### config.mk
export PLATFORM = sky130hd
export DESIGN_NAME = wash_phase_timer_flat
export DESIGN_NICKNAME = d
export VERILOG_FILES = /design/src/rtl/wash_phase_timer_if.sv /design/src/rtl/wash_phase_timer.sv /design/src/flat_wrapper.sv
export SDC_FILE = /design/constraint.sdc
export NUM_CORES = 1
export LEC_CHECK = 0
export ABC_AREA = 1
export CORE_MARGIN = 8
export CORE_UTILIZATION = 48
export CTS_BUF_LIST = sky130_fd_sc_hd__clkbuf_4 sky130_fd_sc_hd__clkbuf_8 sky130_fd_sc_hd__clkbuf_16
export CTS_CLUSTER_DIAMETER = 40
export CTS_CLUSTER_SIZE = 40
export DETAILED_ROUTE_END_ITERATION = 8
export PLACE_DENSITY_LB_ADDON = 0.05
export SETUP_SLACK_MARGIN = 0.3
export SLEW_MARGIN = 0
export SYNTH_ARGS = -nofsm -noshare
export SYNTH_HDL_FRONTEND = slang
export SYNTH_SLANG_ARGS = --single-unit
### constraint.sdc
create_clock -name clk -period 1.85 [get_ports clk]
set_input_delay 0.2775 -clock clk [delete_from_list [all_inputs] [get_ports clk]]
set_output_delay 0.2775 -clock clk [all_outputs]
set_load 0.02 [all_outputs]
### src/rtl/wash_phase_timer_if.sv
// wash_phase_timer control/status bundle between the cycle
// controller (master) and the phase timer (slave).
interface wash_phase_timer_if #(
    parameter int PHASES = 4,
    parameter int SEC_W  = 10
);
    localparam int PHW = (PHASES > 1) ? $clog2(PHASES) : 1;

    logic                    start;
    logic                    abort;
    logic                    pause;
    logic [PHW-1:0]          phase_sel;
    logic [1:0]              clk_freq;
    logic [PHASES*SEC_W-1:0] dur_table;
    logic                    busy;
    logic                    done;
    logic                    done_pulse;
    logic [PHW-1:0]          cur_phase;
    logic [SEC_W-1:0]        remaining;

    modport master (
        output start, abort, pause, phase_sel, clk_freq, dur_table,
        input  busy, done, done_pulse, cur_phase, remaining
    );

    modport slave (
        input  start, abort, pause, phase_sel, clk_freq, dur_table,
        output busy, done, done_pulse, cur_phase, remaining
    );
endinterface

### src/rtl/wash_phase_timer.sv
// Generic washing-machine phase timer: 1 s prescaler, pause/abort/restart.
// Optional remaining-time readout enabled by WASH_PHASE_TIMER_REMAIN_EN.
module wash_phase_timer #(
    parameter int PHASES   = 4,
    parameter int SEC_W    = 10,
    parameter int BASE_CPS = 1_000_000
) (
    input logic              clk,
    input logic              rst,
    input logic              soft_rst,
    wash_phase_timer_if.slave bus
);
    localparam int PHW = (PHASES > 1) ? $clog2(PHASES) : 1;
    localparam int PW  = $clog2(BASE_CPS * 8);

    typedef enum logic [1:0] {IDLE, RUN, PAUSE, DONE} state_t;

    state_t           state, state_n;
    logic [PW-1:0]    presc, presc_n;
    logic [SEC_W-1:0] sec, sec_n;
    logic [PHW-1:0]   phase_q, phase_n;
    logic [1:0]       freq_q, freq_n;
    logic [SEC_W-1:0] dur_q, dur_n;
    logic             pulse_q, pulse_n;

    logic [SEC_W-1:0] sel_dur;
    logic [SEC_W-1:0] sec_inc;
    logic [PW:0]      cps;
    logic             tick;
    logic             clear;

    assign clear   = rst || !soft_rst;
    assign sel_dur = bus.dur_table[bus.phase_sel*SEC_W +: SEC_W];
    assign sec_inc = sec + 1'b1;
    assign cps     = (PW+1)'(BASE_CPS) << freq_q;
    assign tick    = ({1'b0, presc} == (cps - 1'b1));

    // next-state, counter and done-pulse decode in priority order
    always_comb begin
        state_n = state;
        presc_n = presc;
        sec_n   = sec;
        phase_n = phase_q;
        freq_n  = freq_q;
        dur_n   = dur_q;
        pulse_n = 1'b0;
        if (bus.abort && state != IDLE) begin
            state_n = IDLE;
        end else if (bus.start && (state == IDLE || state == DONE)) begin
            phase_n = bus.phase_sel;
            freq_n  = bus.clk_freq;
            dur_n   = sel_dur;
            presc_n = '0;
            sec_n   = '0;
            if (sel_dur == '0) begin
                state_n = DONE;
                pulse_n = 1'b1;
            end else begin
                state_n = RUN;
            end
        end else if (state == RUN && bus.pause) begin
            state_n = PAUSE;
        end else if (state == RUN || (state == PAUSE && !bus.pause)) begin
            state_n = RUN;
            if (tick) begin
                presc_n = '0;
                sec_n   = sec_inc;
                if (sec_inc == dur_q) begin
                    state_n = DONE;
                    pulse_n = 1'b1;
                end
            end else begin
                presc_n = presc + 1'b1;
            end
        end
    end

    // state and datapath registers with synchronous clears
    always_ff @(posedge clk) begin
        if (clear) begin
            state   <= IDLE;
            presc   <= '0;
            sec     <= '0;
            phase_q <= '0;
            freq_q  <= '0;
            dur_q   <= '0;
            pulse_q <= 1'b0;
        end else begin
            state   <= state_n;
            presc   <= presc_n;
            sec     <= sec_n;
            phase_q <= phase_n;
            freq_q  <= freq_n;
            dur_q   <= dur_n;
            pulse_q <= pulse_n;
        end
    end

    assign bus.busy       = (state == RUN) || (state == PAUSE);
    assign bus.done       = (state == DONE);
    assign bus.done_pulse = pulse_q;
    assign bus.cur_phase  = (state == IDLE) ? '0 : phase_q;

`ifdef WASH_PHASE_TIMER_REMAIN_EN
    assign bus.remaining  = bus.busy ? (dur_q - sec) : '0;
`else
    assign bus.remaining  = '0;
`endif
endmodule
### src/flat_wrapper.sv
// flat-port wrapper written by rule: the top's interface ports become plain ports
module wash_phase_timer_flat 
#(
    parameter int PHASES   = 4,
    parameter int SEC_W    = 10,
    parameter int BASE_CPS = 1_000_000
)
  (clk, rst, soft_rst, bus_start, bus_abort, bus_pause, bus_phase_sel, bus_clk_freq, bus_dur_table, bus_busy, bus_done, bus_done_pulse, bus_cur_phase, bus_remaining);
  wash_phase_timer_if #(.PHASES(PHASES), .SEC_W(SEC_W)) bus_i ();
  input logic clk;
  input logic rst;
  input logic soft_rst;
  input wire logic [$bits(bus_i.start)-1:0] bus_start;
  input wire logic [$bits(bus_i.abort)-1:0] bus_abort;
  input wire logic [$bits(bus_i.pause)-1:0] bus_pause;
  input wire logic [$bits(bus_i.phase_sel)-1:0] bus_phase_sel;
  input wire logic [$bits(bus_i.clk_freq)-1:0] bus_clk_freq;
  input wire logic [$bits(bus_i.dur_table)-1:0] bus_dur_table;
  output wire logic [$bits(bus_i.busy)-1:0] bus_busy;
  output wire logic [$bits(bus_i.done)-1:0] bus_done;
  output wire logic [$bits(bus_i.done_pulse)-1:0] bus_done_pulse;
  output wire logic [$bits(bus_i.cur_phase)-1:0] bus_cur_phase;
  output wire logic [$bits(bus_i.remaining)-1:0] bus_remaining;
  assign bus_i.start = bus_start;
  assign bus_i.abort = bus_abort;
  assign bus_i.pause = bus_pause;
  assign bus_i.phase_sel = bus_phase_sel;
  assign bus_i.clk_freq = bus_clk_freq;
  assign bus_i.dur_table = bus_dur_table;
  assign bus_busy = bus_i.busy;
  assign bus_done = bus_i.done;
  assign bus_done_pulse = bus_i.done_pulse;
  assign bus_cur_phase = bus_i.cur_phase;
  assign bus_remaining = bus_i.remaining;
  wash_phase_timer #(.PHASES(PHASES), .SEC_W(SEC_W), .BASE_CPS(BASE_CPS)) u_core (.clk(clk), .rst(rst), .soft_rst(soft_rst), .bus(bus_i));
endmodule
======== Yosys cells after proc, flatten, opt, wreduce, memory -nomap -nowiden ========
Cells that the tools add are included.
storage, ports and cells
  output and inout bits ................... 15
  bits of input ports ..................... 50
  word-level logic and storage cells ...... 61
  bits in registers ....................... 50
operators by class
  bitwise logic cells ..................... 1
  reduce and logical (&&, ||, !) cells .... 20
  add/subtract/negate cells ............... 3
  shift operators ......................... 2
  multiplexer cells ....................... 21
  multiply operators ...................... 1
  equality and inequality tests ........... 6
operators by type and width
  kind                                                                      number
  23-bit two-way mux                                                        4
  10-bit two-way mux                                                        4
  40-bit by 7-bit indexed part select with 10-bit output                    1
  23-bit by 24-bit equality test with 1-bit output                          1
  20-bit by 2-bit left shift with 24-bit output (first input constant)      1
  24-bit by 1-bit subtractor with 24-bit output (second input constant)     1
  23-bit by 1-bit adder with 23-bit output (second input constant)          1
  2-bit two-way mux                                                         7
  10-bit by 1-bit adder with 10-bit output (second input constant)          1
  10-bit equality test                                                      1
  10-bit logical NOT                                                        1
  1-bit two-way mux                                                         6
  2-bit nonzero test                                                        3
  2-bit by 3-bit multiplier with 5-bit output (second input constant)       1
  2-bit equality test (second input constant)                               2
  1-bit logical AND                                                         4
  1-bit logical OR                                                          4
  4-bit AND reduction                                                       1
  3-bit AND reduction                                                       1
  3-bit nonzero test                                                        1
  2-bit by 1-bit equality test with 1-bit output (second input constant)    1
  1-bit logical NOT                                                         2
  2-bit logical NOT                                                         1
  2-bit by 1-bit inequality test with 1-bit output (second input constant)  1
  3 further kinds                                                           3

======== Longest topological paths before layout ========
Gate-level depths: netlist of the first run.
  word-level depth ........................ 7
  mapped depth ............................ 14
  depth with buffers taken out ............ 14

======== Worst setup path after synthesis of the first run ========
OpenSTA, ideal clock, no wires.
  path type ............................... register -> register
  start ................................... register u_core.state[0]
  end ..................................... register u_core.presc[16]
  library setup time ...................... 0.116 ns
  clock period less this slack ............ 2.026 ns
  required time ........................... 1.734 ns
  path buffers ............................ 1
  arrival time ............................ 1.910 ns
  cell stages (with the launch flop) ...... 11
  setup slack ............................. -0.176 ns
  cells stage by stage .................... dfxtp_1 -> inv_1 -> ha_1 -> inv_1 -> nand2_4 -> a21oi_2 -> buf_4 -> nand3_1 -> nor3_1 -> xor2_1 -> nor2_1
between the ends
  longest elaborated chain between the ends .. 5
  elaborated cells between the ends (all ways) .. 16
  classes of those cells .................. 4 x eq/ne; 1 x mux; 1 x bitwise; 10 x reduce/logical
ends and longest elaborated chain
  what                                                                                                     line                                            text
  from (decl)                                                                                              wash_phase_timer.sv:18                          state_t state, state_n;
  from (signal assigned)                                                                                   wash_phase_timer.sv:89                          state <= state_n;
  2-bit equality test (tied with other cells)                                                              wash_phase_timer.sv:49                          end else if (bus.start && (state == IDLE || state == DONE)) begin
  1-bit logical OR or 1-bit logical AND (tied branches)                                                    wash_phase_timer.sv:49, wash_phase_timer.sv:63
  1-bit logical AND or 1-bit logical OR (tied branches)                                                    wash_phase_timer.sv:49, wash_phase_timer.sv:63
  2-bit by 1-bit inequality test with 1-bit output (no source line) or 2-bit nonzero test (tied branches)  -
  3-bit AND reduction (no source line)                                                                     -
  to (signal assigned)                                                                                     wash_phase_timer.sv:90                          presc <= presc_n;
  to (decl)                                                                                                wash_phase_timer.sv:19                          logic [PW-1:0] presc, presc_n;
Parallel ways exist; a longest one is shown, timed or not.
A chain may end at the register's enable or synchronous reset.

======== Worst setup path after layout of the first run ========
  start ................................... register u_core.freq_q[1]
  end ..................................... register u_core.sec[0]
between the ends
  longest elaborated chain between the ends .. 5
ends and longest elaborated chain
  what                                              line                    text
  from (decl)                                       wash_phase_timer.sv:22  logic [1:0] freq_q, freq_n;
  from (signal assigned)                            wash_phase_timer.sv:93  freq_q <= freq_n;
  20-bit by 2-bit left shift with 24-bit output     wash_phase_timer.sv:35  assign cps = (PW+1)'(BASE_CPS) << freq_q;
  24-bit by 1-bit subtractor with 24-bit output     wash_phase_timer.sv:36  assign tick = ({1'b0, presc} == (cps - 1'b1));
  23-bit by 24-bit equality test with 1-bit output  wash_phase_timer.sv:36
  2-bit nonzero test (no source line)               -
  4-bit AND reduction (no source line)              -
  to (signal assigned)                              wash_phase_timer.sv:91  sec <= sec_n;
  to (decl)                                         wash_phase_timer.sv:20  logic [SEC_W-1:0] sec, sec_n;
No other way between the ends.

==> metrics.md, run 1 <==
| Metric | Value |
|---|---|
| Compound-cell area share of the yosys netlist | 15.8% |
| Post-Synth Simple-Gate Area | 37.8% |
| Initial core utilization | 48.3% |
| Max Cap Viol | 0 |
| Main combinational cell family by area after synthesis | simple AND/OR/NAND/NOR gates |
| First-pass GRT wire length | 17,900 um |
| P&R area growth vs syn | 41.6% |
| Clock Power Share | 29.8% |
| Fmax | 501 MHz |
| Final setup viols | 33 |
| Crit. End Element | register |
| Worst R2R Path Depth | 12 |
| Status | finished, violations left |
| Total number of vias | 4,021 |
| Main area contributors after synthesis | dfxtp_1 27%, nand2_1 15%, inv_1 7.2%, nor2_1 6.0%, nand3_1 5.8% |
| FP Rows | 32 |
| RD Place Congestion | 0.884 |
| Hold path cells | 2 |
| Die Span Y | 103 um |
| FF+latch count, synth | 50 |
| Net Switching | 0.854 mW |
| Initial antenna violation count | 0 |
| Fin crit share | 108% |
| Switching Share | 30.4% |
| Final hold vios | 0 |
| DR WL met3 | 714 um |
| Hold Path Sink | u_core.dur_q[9] |
| GRT Resource Usage Total | 21.0% |
| Synth cell types | 43 |
| CP peak stage delay | 0.41 ns |
| Yosys Warn Count | 0 |
| Crit path kind | register to register |
| Post-DR vias/cell | 5.20 |
| Xor/xnor cell area share of the yosys netlist | 2.40% |
| Core Box Area | 7570 um^2 |
| Wire per inst | 14.0 um |
| Pwr dens | 543 nW/um^2 |
| Nets | 733 |
| Multiplexer area fraction after synthesis | 0% |
| Root Buffer | clkbuf_8 |
| CTS Buf Count | 5 |
| CP Data Required Time | 2.04 ns |
| HP Class | register to register |
| Final worst setup slack | -0.146 ns |
| Unrepaired setup endpoints after global routing | true |
| Grt ovf | 0 |
| First drt pass iteration count | 5 |
| Worst endpoint data arrival time | 2.19 ns |
| Largest net degree at the start of global routing | 22 |
| Synth top area share | 27.4% |
| Startpoint Class | register |
| Minimum clock period | 2.00 ns |
| # port buffers | 54 |
| RR Startpoint | u_core.freq_q[1] |
| Die W | 103 um |
| HPWL after detailed placement | 8060 um |
| Failing checks | negative setup slack |
| Worst reg2reg path endpoint | u_core.sec[0] |
| Routed WL | 10,800 um |
| Layout Utilization | 68.4% |
| Routed Antenna Nets | 0 |
| Static Leak | 2.04 nW |
| Share of layout cells above drive strength 1 | 24.7% |
| Clock sink count | 50 |
| Count of final max-slew check failures | 0 |
| Int Pwr | 1.95 mW |
| CTS tree | yes |
| Met2 WL | 4920 um |
| H-tree levels | 2 |
| Post-Syn Area | 3650 um^2 |
| DIE AREA | 10,700 um^2 |
| Clock transition at the registers of the reported paths | 0.10 ns |
| DR DRC count | 0 |
| Number of global-route vias before repair | 3,820 |
| Most area-hungry cell type in the Yosys netlist | dfxtp_1 |
| Synth Area in Adders | 4.45% |
| Setup TNS | -2.04 ns |
| Flop2flop setup slack | -0.15 ns |
| Worst skew pair latency | 0.31 ns |
| # IOs | 65 |
| Slowest cell on crit path | dfxtp_4 |
| Post-synthesis sequential area ratio | 27.4% |
| Max Clock Skew | 0.0159 ns |
| Most common cell after layout, fill and taps aside | nand2_1 |
| ANT cells | 0 |
| Synth Instances | 563 |
| Worst Path Max Fanout | 7 |
| Worst Hold Launch | u_core.dur_q[9] |
| Avg Cell Area, Syn | 6.49 um^2 |
| Met1 WL | 4960 um |
| Leading cell types in the layout, fill and taps excluded | 148 x nand2_1, 63 x inv_1, 50 x nor2_1 |
| Uppermost layer routed | met4 |
| DRT iter0 DRCs | 169 |
| Sequential Power Share | 40.5% |
| Comb pwr share | 29.7% |
| Max VDD drop | 0.356 mV |
| Critical-path cell list | buf_4, ha_4, nor2_1, nand3_1, nand2_1, nand2_1, inv_2, nand4_4, nand2_4, nand2_4, a21oi_1, nor3_1 |
| Max Buffers Root-to-Sink | 2 |
-- registers in the layout, indices dropped and copies added (netlist names) --
name	count
u_core.presc	23
u_core.freq_q	2
u_core.bus.done_pulse	1
u_core.dur_q	10
u_core.state	2
u_core.sec	10
u_core.phase_q	2
-- cell type report --
class | count | area, um^2
clock buffers | 6 | 82.6
clock inverters | 2 | 38.8
fillers | 625 | 2390
inverters | 77 | 304
multi-input cells | 426 | 2570
flip-flops and latches | 50 | 1010
well taps | 102 | 128
repair buffers | 110 | 1040
-- metal layers --
| metal | vias up | track usage, % |
|---|---|---|
| met4 | 0 | 5.34 |
| met5 | - | 0 |
| met2 | 110 | 33.7 |
| met3 | 20 | 4.02 |
| met1 | 1855 | 28.3 |
| li1 | 2036 | - |
-- Yosys cell counts, drive strengths merged --
| cell | number |
|---|---|
| a211oi | 1 |
| a21oi | 37 |
| a22oi | 5 |
| a31oi | 2 |
| a32o | 9 |
| a41oi | 1 |
| buf | 14 |
| clkbuf | 9 |
| conb | 1 |
| dfxtp | 50 |
| ha | 13 |
| inv | 77 |
| nand2 | 156 |
| nand3 | 43 |
| nand3b | 2 |
| nand4 | 4 |
| nor2 | 70 |
| nor3 | 13 |
| nor3b | 4 |
| nor4 | 4 |
| o21ai | 32 |
| o21bai | 1 |
| o22ai | 2 |
| o31ai | 1 |
| or2 | 2 |
| xor2 | 10 |
-- timing repair --
action | in CTS | in global routing
hold buffers | 0 | 0
buffers inserted | 3 | 7
gates cloned | 4 | 2
pin swaps | 4 | 14
endpoints found under the hold margin | 0 | 0
resized for setup | 32 | 40
endpoints found under the setup margin | 54 | 50
-- power by group through the flow --
stage	clock network, mW	logic (mW)	registers, mW
floorplan	0	0.411	1.15
global placement	0	0.664	1.16
detailed placement	0	0.672	1.16
CTS	0.846	0.729	1.14
global route	0.893	0.911	1.14
finish	0.837	0.834	1.14
-- worst max-delay path: cells and delay by family (launching register included) --
kind | cells | cell delay, ns
AOI/OAI and AO/OA | 1 | 0.18
and+or+nand+nor | 8 | 0.88
buffers and inverters | 2 | 0.22
adders and majority gates | 1 | 0.18
DFF | 1 | 0.41
-- cell families after synthesis --
| kind of cell | Yosys count |
|---|---|
| AND/OR/NAND/NOR | 298 |
| XOR/XNOR | 10 |
| flip-flops | 50 |
| buffers and inverters | 100 |
| adder cells (fa/ha/maj) | 13 |
| AO/OA/AOI/OAI | 91 |
| other | 1 |
-- through the flow --
step | cell area (um^2) | hold slack [ns] | std cells | total power, mW | setup WS (ns)
after floorplan | 3810 | 0.450 | 572 | 1.56 | 0.139
after global placement | 4670 | 0.470 | 749 | 1.82 | -0.113
after detailed placement | 4670 | 0.474 | 749 | 1.83 | -0.175
after CTS | 4940 | 0.490 | 764 | 2.71 | -0.0983
after global routing | 5170 | 0.522 | 773 | 2.94 | -0.266
final | 5170 | 0.496 | 773 | 2.81 | -0.146
-- worst max-delay path by stage --
stage | from | depth (start not counted) | to
after floorplan | u_core.freq_q[0] | 12 | u_core.sec[4]
after global placement | bus_pause | 9 | u_core.presc[22]
after detailed placement | bus_pause | 12 | u_core.presc[11]
after CTS | u_core.freq_q[1] | 14 | u_core.state[1]
after global routing | u_core.freq_q[1] | 13 | u_core.sec[0]
final | u_core.freq_q[1] | 12 | u_core.sec[0]
Power figures use the tool's default switching activity.
==> inputs of run 2 (changes only) <==
--- a/config.mk
+++ b/config.mk
@@ -6,6 +6,7 @@
 export NUM_CORES = 1
 export LEC_CHECK = 0
 export ABC_AREA = 1
+export CORE_ASPECT_RATIO = 1.25
 export CORE_MARGIN = 8
 export CORE_UTILIZATION = 48
 export CTS_BUF_LIST = sky130_fd_sc_hd__clkbuf_4 sky130_fd_sc_hd__clkbuf_8 sky130_fd_sc_hd__clkbuf_16
@@ -14,7 +15,7 @@
 export DETAILED_ROUTE_END_ITERATION = 8
 export PLACE_DENSITY_LB_ADDON = 0.05
 export SETUP_SLACK_MARGIN = 0.3
-export SLEW_MARGIN = 0
+export SLEW_MARGIN = 10
 export SYNTH_ARGS = -nofsm -noshare
 export SYNTH_HDL_FRONTEND = slang
 export SYNTH_SLANG_ARGS = --single-unit
==> metrics.md, run 2 (synthesis gave the netlist of run 1 again) <==
| Metric | Value |
|---|---|
| RD Place Congestion | 0.906 (+2.5%) |
| Max Cap Viol | 0 (unchanged) |
| Fmax | 494 MHz (-1.3%) |
| Clock sink count | 50 (unchanged) |
| Slowest cell on crit path | dfxtp_4 |
| # IOs | 65 (unchanged) |
| Crit path kind | register to register |
| Met1 WL | 4060 um (-18%) |
| Worst skew pair latency | 0.32 ns (about the same) |
| Max Buffers Root-to-Sink | 2 (unchanged) |
| Worst Setup EP | u_core.sec[6] |
| Fin crit share | 109% (+1.4 points) |
| Clock transition at the registers of the reported paths | 0.10 ns (about the same) |
| # hold bufs at CTS | 0 (unchanged) |
| Max VDD drop | 0.413 mV (+16%) |
| Crit. Startpoint | u_core.freq_q[1] |
| Post-DR vias/cell | 5.24 (+0.69%) |
| Layout Utilization | 69.3% (+0.93 points) |
| H-tree levels | 2 (unchanged) |
| First-pass GRT wire length | 17,700 um (-0.93%) |
| Routed WL | 11,100 um (+2.5%) |
| Largest Register | u_core.presc |
| Routed Antenna Nets | 0 (unchanged) |
| Initial antenna violation count | 0 (unchanged) |
| Inst Count DP | 749 (unchanged) |
| Worst R2R Path Depth | 14 (+2) |
| DR DRC count | 0 (unchanged) |
| Static Leak | 2.03 nW (-0.52%) |
| Grt ovf | 0 (unchanged) |
| ANT cells | 0 (unchanged) |
| Count of final max-slew check failures | 0 (unchanged) |
| Met2 WL | 6280 um (+28%) |
| RR Startpoint | u_core.freq_q[1] |
| # port buffers | 54 (unchanged) |
| Buf/Inv on CP | 3 (+1) |
| Final setup viols | 35 (+6.1%) |
| GRT Resource Usage Total | 20.2% (-0.88 points) |
| Die W | 94.0 um (-8.9%) |
| Largest net degree at the start of global routing | 23 (+4.5%) |
| Worst Path Max Fanout | 8 (+1) |
| Non-Filler Instances | 770 (-0.39%) |
| Switching Share | 30.8% (+0.44 points) |
| P&R area growth vs syn | 40.4% |
| Uppermost layer routed | met4 |
| Final hold vios | 0 (unchanged) |
| Minimum clock period | 2.02 ns (+0.0262 ns) |
| Total number of vias | 4,033 (+0.30%) |
| First drt pass iteration count | 4 (-1) |
| Initial core utilization | 49.4% (+1.1 points) |
| Crit path max-delay family | simple AND/OR/NAND/NOR gates |
| Worst reg2reg path endpoint | u_core.sec[6] |
| Share of layout cells above drive strength 1 | 26.5% (+1.8 points) |
| HP Class | register to register |
| Fill count | 677 (+8.3%) |
| Clock Power Share | 29.5% (-0.3 points) |
| Sequential Power Share | 41.5% (+1.0 points) |
| Root Buffer | clkbuf_8 |
| Worst path depth | 14 (+2) |
| Nets | 740 (+0.95%) |
| CP Data Required Time | 2.07 ns (+0.03 ns) |
| CP peak stage delay | 0.40 ns (about the same) |
| Pwr dens | 533 nW/um^2 (-1.7%) |
| Int Pwr | 1.89 mW (-3.2%) |
| Final hold slack | 0.506 ns (+0.00999 ns) |
| Core Box Area | 7400 um^2 (-2.2%) |
| Largest registers | u_core.presc: 23 flops, u_core.dur_q: 10 flops, u_core.sec: 10 flops |
| Worst Hold Launch | u_core.dur_q[9] |
| Status | finished, violations left |
| CTS tree | yes |
| Number of global-route vias before repair | 4,095 (+7.2%) |
| Worst endpoint data arrival time | 2.24 ns (+0.05 ns) |
| Comb pwr share | 29.0% (-0.7 points) |
| Failing checks | negative setup slack |
| Unrepaired setup endpoints after global routing | true |
| Flop2flop setup slack | -0.17 ns (-0.03 ns) |
| Startpoint Class | register |
| FP Rows | 35 (+9.4%) |
| DIE AREA | 10,700 um^2 (+0.16%) |
| HPWL after detailed placement | 8530 um (+5.8%) |
| Wire per inst | 14.4 um (+2.9%) |
| Leading cell types in the layout, fill and taps excluded | 142 x nand2_1, 61 x inv_1, 57 x buf_4 |
| DR WL met3 | 341 um (-52%) |
| Net Switching | 0.844 mW (-1.2%) |
| Critical-path cell list | inv_6, ha_4, inv_2, nand2_1, nand2_2, nor2_2, nand2_1, nor2_2, nand4_4, nand2_4, nand2_8, buf_12, nand3_1, o31ai_2 |
| Final worst setup slack | -0.172 ns (-0.0262 ns) |
| DRT iter0 DRCs | 131 (-22%) |
| Max reg flops | 23 (unchanged) |
| Dpl ws | -0.177 ns (-0.00176 ns) |
| Most common cell after layout, fill and taps aside | nand2_1 |
| Max Clock Skew | 0.0132 ns (-0.00265 ns) |
| Crit. End Element | register |
| CTS Buf Count | 5 (unchanged) |
| Die Span Y | 114 um (+10%) |
run 2: changes by cell type in the layout (fill, tap and decap cells not counted), sizes merged:
cell,change
clkinvlp,+1
clkdlybuf4s15,+1
clkbuf,-2
nand2,-2
buf,+9
inv,+1
clkinv,-1
run 2: worst min-delay path by stage:
stage	to	cells past startpoint	slack [ns]
detailed placement	u_core.dur_q[9]	2	0.48
floorplan	u_core.dur_q[9]	2	0.45
CTS	u_core.dur_q[9]	2	0.50
global route	u_core.presc[10]	2	0.53
finish	u_core.dur_q[9]	2	0.51
global placement	u_core.dur_q[9]	2	0.48
run 2: power groups by stage:
stage / registers (mW) / clock network (mW) / logic [mW]
after CTS: 1.14 / 0.813 / 0.728
after global placement: 1.16 / 0 / 0.673
after floorplan: 1.15 / 0 / 0.411
after global routing: 1.14 / 0.849 / 0.863
after detailed placement: 1.16 / 0 / 0.684
final: 1.14 / 0.807 / 0.793
run 2: worst min-delay path: stages (launching register included):
cell	delay, ns
dfxtp_1	0.32
inv_1	0.07
a211oi_1	0.07
run 2: metal layers:
| layer | GRT usage, % | vias to the layer above |
|---|---|---|
| li1 | - | 2039 |
| met2 | 39.7 | 83 |
| met5 | 0 | - |
| met1 | 19.2 | 1879 |
| met3 | 3.61 | 32 |
| met4 | 9.44 | 0 |
run 2: through the flow:
stage               TNS (ns)  cell area [um^2]  total power [mW]
floorplan                  0              3810              1.56
global placement       -1.96              4740              1.83
detailed placement     -3.23              4740              1.85
CTS                    -1.10              4980              2.68
global route           -7.17              5130              2.85
finish                 -4.30              5130              2.74
run 2: timing repair:
action	in CTS	in global routing
setup endpoints to repair	54	49
resized for setup	42	30
cloned	2	2
pin swaps	11	17
buffers inserted	3	6
run 2: cell type report:
| type | instances | area, um^2 | share of cell area, % |
|---|---|---|---|
| Clock buffer | 5 | 68.8 | 1.34 |
| Clock inverter | 3 | 43.8 | 0.854 |
| Inverter | 77 | 297 | 5.78 |
| Multi-Input combinational cell | 424 | 2530 | 49.3 |
| Sequential cell | 50 | 1010 | 19.8 |
| Tap cell | 92 | 115 | 2.24 |
| Timing Repair Buffer | 119 | 1060 | 20.7 |
